**config.mk**
```make
export PLATFORM = sky130hd
export DESIGN_NAME = reg_file
export DESIGN_NICKNAME = d
export VERILOG_FILES = /design/src/rtl/reg_file_pkg.sv /design/src/rtl/register16.sv /design/src/rtl/reg_file.sv
export SDC_FILE = /design/constraint.sdc
export NUM_CORES = 1
export LEC_CHECK = 0
export CELL_PAD_IN_SITES_DETAIL_PLACEMENT = 0
export CELL_PAD_IN_SITES_GLOBAL_PLACEMENT = 1
export CORE_MARGIN = 8
export CORE_UTILIZATION = 51
export CTS_CLUSTER_DIAMETER = 80
export DETAILED_ROUTE_END_ITERATION = 12
export PLACE_DENSITY_LB_ADDON = 0.12
export SYNTH_ARGS = -nofsm -noshare
export SYNTH_HDL_FRONTEND = slang
export SYNTH_SLANG_ARGS = --single-unit
```
**constraint.sdc**
```tcl
create_clock -name clk -period 3.2 [get_ports clk]
set_input_delay 0.64 -clock clk [delete_from_list [all_inputs] [get_ports clk]]
set_output_delay 0.64 -clock clk [all_outputs]
set_load 0.005 [all_outputs]
```
**src/rtl/reg_file_pkg.sv**
```systemverilog
// Shared constants for the register file, the ALU and the decode stage.
// Build option REGFILE_BYPASS_EN is consumed by reg_file.sv, not here.
package reg_file_pkg;

  localparam int DEF_DATA_W = 16;
  localparam int DEF_ADDR_W = 4;
  localparam int R0_IDX     = 0;
  localparam int NUM_REGS   = 2 ** DEF_ADDR_W;

  // Operation select shared between decode and the ALU.
  typedef enum logic [1:0] {
    ALU_ADD = 2'd0,
    ALU_SUB = 2'd1,
    ALU_AND = 2'd2,
    ALU_OR  = 2'd3
  } alu_op_e;

  function automatic logic [DEF_DATA_W-1:0] alu_eval(
    input alu_op_e               op,
    input logic [DEF_DATA_W-1:0] a,
    input logic [DEF_DATA_W-1:0] b
  );
    logic [DEF_DATA_W-1:0] r;
    r = '0;
    case (op)
      ALU_ADD: r = a + b;
      ALU_SUB: r = a - b;
      ALU_AND: r = a & b;
      ALU_OR:  r = a | b;
      default: r = '0;
    endcase
    return r;
  endfunction

endpackage

```
**src/rtl/register16.sv**
```systemverilog
// Single storage register with synchronous active-high clear and load enable.
// Clear wins over load so a write colliding with reset is dropped.
module register16
  import reg_file_pkg::*;
#(
  parameter int WIDTH = DEF_DATA_W
) (
  input  logic             clk,
  input  logic             rst,
  input  logic             we,
  input  logic [WIDTH-1:0] d,
  output logic [WIDTH-1:0] q
);

  always_ff @(posedge clk) begin
    if (rst) begin
      q <= '0;
    end else if (we) begin
      q <= d;
    end
  end

endmodule

```
**src/rtl/reg_file.sv**
```systemverilog
// Two-read, one-write register file; R0 is hardwired to zero, reads are combinational.
// Define REGFILE_BYPASS_EN to forward same-cycle write data to matching read ports.
module reg_file
  import reg_file_pkg::*;
#(
  parameter int DATA_W = DEF_DATA_W,
  parameter int ADDR_W = DEF_ADDR_W
) (
  input  logic              clk,
  input  logic              rst,
  input  logic [ADDR_W-1:0] rd_addr_a,
  input  logic [ADDR_W-1:0] rd_addr_b,
  output logic [DATA_W-1:0] rd_data_a,
  output logic [DATA_W-1:0] rd_data_b,
  input  logic              wr_en,
  input  logic [ADDR_W-1:0] wr_addr,
  input  logic [DATA_W-1:0] wr_data
);

  localparam int N = 2 ** ADDR_W;

  logic [DATA_W-1:0] regs [N];
  logic [DATA_W-1:0] stored_a;
  logic [DATA_W-1:0] stored_b;

  // R0 has no storage; index 0 of the array is a constant.
  assign regs[R0_IDX] = '0;

  for (genvar i = 1; i < N; i++) begin : g_reg
    register16 #(
      .WIDTH(DATA_W)
    ) u_reg (
      .clk(clk),
      .rst(rst),
      .we (wr_en && (wr_addr == ADDR_W'(i))),
      .d  (wr_data),
      .q  (regs[i])
    );
  end

  assign stored_a = regs[rd_addr_a];
  assign stored_b = regs[rd_addr_b];

`ifdef REGFILE_BYPASS_EN
  logic wr_live;
  logic hit_a;
  logic hit_b;

  // A write only forwards if it would actually land: not during reset, not to R0.
  assign wr_live = wr_en && !rst && (wr_addr != ADDR_W'(R0_IDX));
  assign hit_a   = wr_live && (rd_addr_a == wr_addr);
  assign hit_b   = wr_live && (rd_addr_b == wr_addr);

  assign rd_data_a = hit_a ? wr_data : stored_a;
  assign rd_data_b = hit_b ? wr_data : stored_b;
`else
  assign rd_data_a = stored_a;
  assign rd_data_b = stored_b;
`endif

endmodule

```
==> results.txt <==
max FFs per register -> 240
startpoint types -> input port
hold slack -> 0.488 ns
fill count -> 2235
n_diodes -> 0
Non-Filler Instances -> 1818
crit-path max FO -> 8
power per cell area -> 462 mW/mm^2
Die H -> 178 microns
DP Cell Count -> 1769
NetSw -> 1.90 mW
mapped cell area -> 0.0134 sq mm
sequential area share after synthesis -> 35.9%
post-synthesis net count -> 1491
die width -> 178 microns
CP endpoint kind -> output pin
Fmax -> 319 MHz
RSZ-0062 raised after global routing -> false
Least-Margin Pin Slew -> 0.796 ns
die area -> 0.0317 sq mm
clock share of power -> 43.6%
CTS tree -> done
CTS max path bufs -> 3
num ports -> 63
CTS buffer count -> 27
crit path buf inv count -> 4
routed len/inst -> 26.2 microns
Async SR Flop Fraction -> 0%
GPL Wtd Cong -> 0.888
DP Area -> 0.0146 sq mm
worst-skew pair later-pin latency -> 0.52 ns
Final Util -> 59.8%
P&R area growth vs syn -> 15.8%
Final Max Slew Viols -> 0
Sequential Power Share -> 42.7%
ys flop type -> dfxtp_1
Nets -> 1499
Post-Synthesis Cells -> 1460
drt via density -> 6.83
grt ovf -> 0
initial core utilization -> 51.6%
share of cells above drive strength 1 -> 22.5%
Top Family by Delay on Critical Path -> buffers and inverters
count leader, synth -> nand3_1
WL final -> 47.6 mm
crit path kind -> in2out
Global Route Usage Sum -> 29.6%
hold buffer count at CTS -> 0
vias in the first global route -> 12100
DR pass1 iterations -> 6
Setup Viol. Count Final -> 0
Max rail drop VDD -> 0.000798 V
Sink Count -> 240
Antenna Nets Post-Route -> 0
Slew Limit Headroom -> 46.9%
clock root buffer -> clkbuf_16
Min-Delay Path Class -> reg2reg
crit-path cells -> clkbuf_4 > buf_4 > or2_2 > a221oi_1 > a211oi_1 > buf_4 > clkdlybuf4s50_1
top cells by count, synth -> 241 x nand3_1, 240 x a21oi_1, 240 x dfxtp_1, 220 x o21ai_0, 96 x clkbuf_1
internal power -> 5.26 mW
status -> finished clean
endpoints failing hold -> 0
clock-pin slew on the worst setup and hold paths -> 0.05 ns
syn avg cell area -> 9.16 sq um
CP max stage delay -> 0.46 ns
clock period minus worst slack -> 3.14 ns
Reg with most FFs -> g.u_reg.q
synthesized flop and latch total -> 240
fin area -> 0.0155 sq mm
H-tree depth -> 1
Cell Rows -> 59
MaxCap Viol Count -> 0
Leak -> 5.30 nW
synth top area cells -> dfxtp_1 36%, mux4_2 9.8%, nand3_1 9.0%
drt drc -> 0
CP arrival -> 2.50 ns
Synth area leader -> dfxtp_1
largest net degree at the start of global routing -> 79
Final Cycle Share -> 98.0%
biggest regs -> g.u_reg.q x240
post-synth cell types -> 39
CP required -> 2.56 ns
initial antenna violation count -> 0
routed vias -> 12400
number of synthesized flops with an enable pin -> 0
I/O Buffers -> 62
Clock Skew -> 0 ns
critical path's most frequent cell -> buf_4
Net Sw Frac -> 26.5%
CORE AREA -> 0.0259 sq mm
area fraction of the dominant cell type after synthesis -> 35.9%
DRT iter0 DRCs -> 1494
synth warn -> 0
first-pass GRT wire length -> 73.8 mm
combinational power share -> 13.7%
Worst path slowest cell -> clkdlybuf4s50_1
dpl hpwl -> 28.0 mm
[layout make-up]
class | count | area, sq um | area share (%)
Sequential cell | 240 | 4800 | 31.0
Clock buffer | 39 | 791 | 5.10
Multi-Input combinational cell | 1030 | 7580 | 48.9
Timing Repair Buffer | 169 | 1820 | 11.8
Tap cell | 335 | 419 | 2.70
Clock inverter | 5 | 75.1 | 0.484
[path summary, 6_finish.rpt]
| path | startpoint | end | slack [ns] | cells past startpoint |
|---|---|---|---|---|
| setup / recovery | rd_addr_a[2] | rd_data_a[3] | 0.06 | 7 |
| hold / removal | g_reg[12].u_reg.q[11] | g_reg[12].u_reg.q[11] | 0.49 | 2 |
| setup reg to reg | g_reg[1].u_reg.q[4] | g_reg[1].u_reg.q[4] | 2.44 | 2 |
| hold reg to reg | g_reg[12].u_reg.q[11] | g_reg[12].u_reg.q[11] | 0.49 | 2 |
[repair_timing]
item,in CTS,in global routing
setup endpoints to repair,17,11
buffers inserted,4,0
resized for setup,13,5
cloned,1,0
[metal layers]
layer	global-route usage (%)	up-vias	part of all wire (%)
li1	-	5561	-
met1	41.0	6147	43
met2	47.4	617	47
met3	4.38	92	7.8
met4	8.13	0	2.2
met5	0	-	0
[power by group through the flow]
| stage | registers [mW] | logic, mW | clock network (mW) |
|---|---|---|---|
| 2_1_floorplan | 3.11 | 0.543 | 0 |
| 3_5_place_dp | 3.12 | 0.956 | 0 |
| 6_report | 3.05 | 0.979 | 3.12 |
| 4_1_cts | 3.05 | 0.962 | 3.14 |
| 5_1_grt | 3.06 | 1.02 | 3.25 |
| 3_3_place_gp | 3.12 | 0.948 | 0 |
[kinds of logic after synthesis]
logic type      after synthesis  synth area share [%]
compound gates              568                  23.7
buf+inv                     190                  7.83
flops                       240                  35.9
mux                         184                  21.6
simple gates                278                  10.9
[metrics by stage]
step	TNS [ns]	setup slack, ns	total power, mW
3_3_place_gp	-0.984	-0.183	4.07
4_1_cts	-0.00565	-0.00565	7.15
5_1_grt	0	0.00594	7.32
3_5_place_dp	-1.21	-0.186	4.07
6_report	0	0.0641	7.15
2_1_floorplan	0	0.885	3.65
[cells in the final DEF, fill, tap and decap left out, types with 2 or more instances in the layout]
cell and count:
or2_1 3, clkbuf_8 7, buf_4 75, bufinv_16 2
o22ai_1 14, buf_2 3, mux2i_1 31, clkinv_2 3
o21ai_0 220, mux4_1 14, o21ai_1 20, and3b_2 2
o22ai_2 10, nand3b_1 3, nand2b_2 2, clkdlybuf4s50_1 44
clkbuf_1 5, nor2_1 8, buf_12 33, a21oi_1 240
dlygate4sd2_1 9, nor2b_1 2, nand3_1 240, or3b_4 2
dfxtp_1 240, nor2b_4 2, clkbuf_4 2, a221oi_1 32
mux2_2 80, mux4_2 58, clkbuf_16 27, a211oi_2 10
a211oi_1 22
[tightest hold or removal path, cell delays in order (launching register included)]
cell and delay [ns]:
dfxtp_1 0.31, o21ai_0 0.07, a21oi_1 0.06
Power figures use the tool's default switching activity.
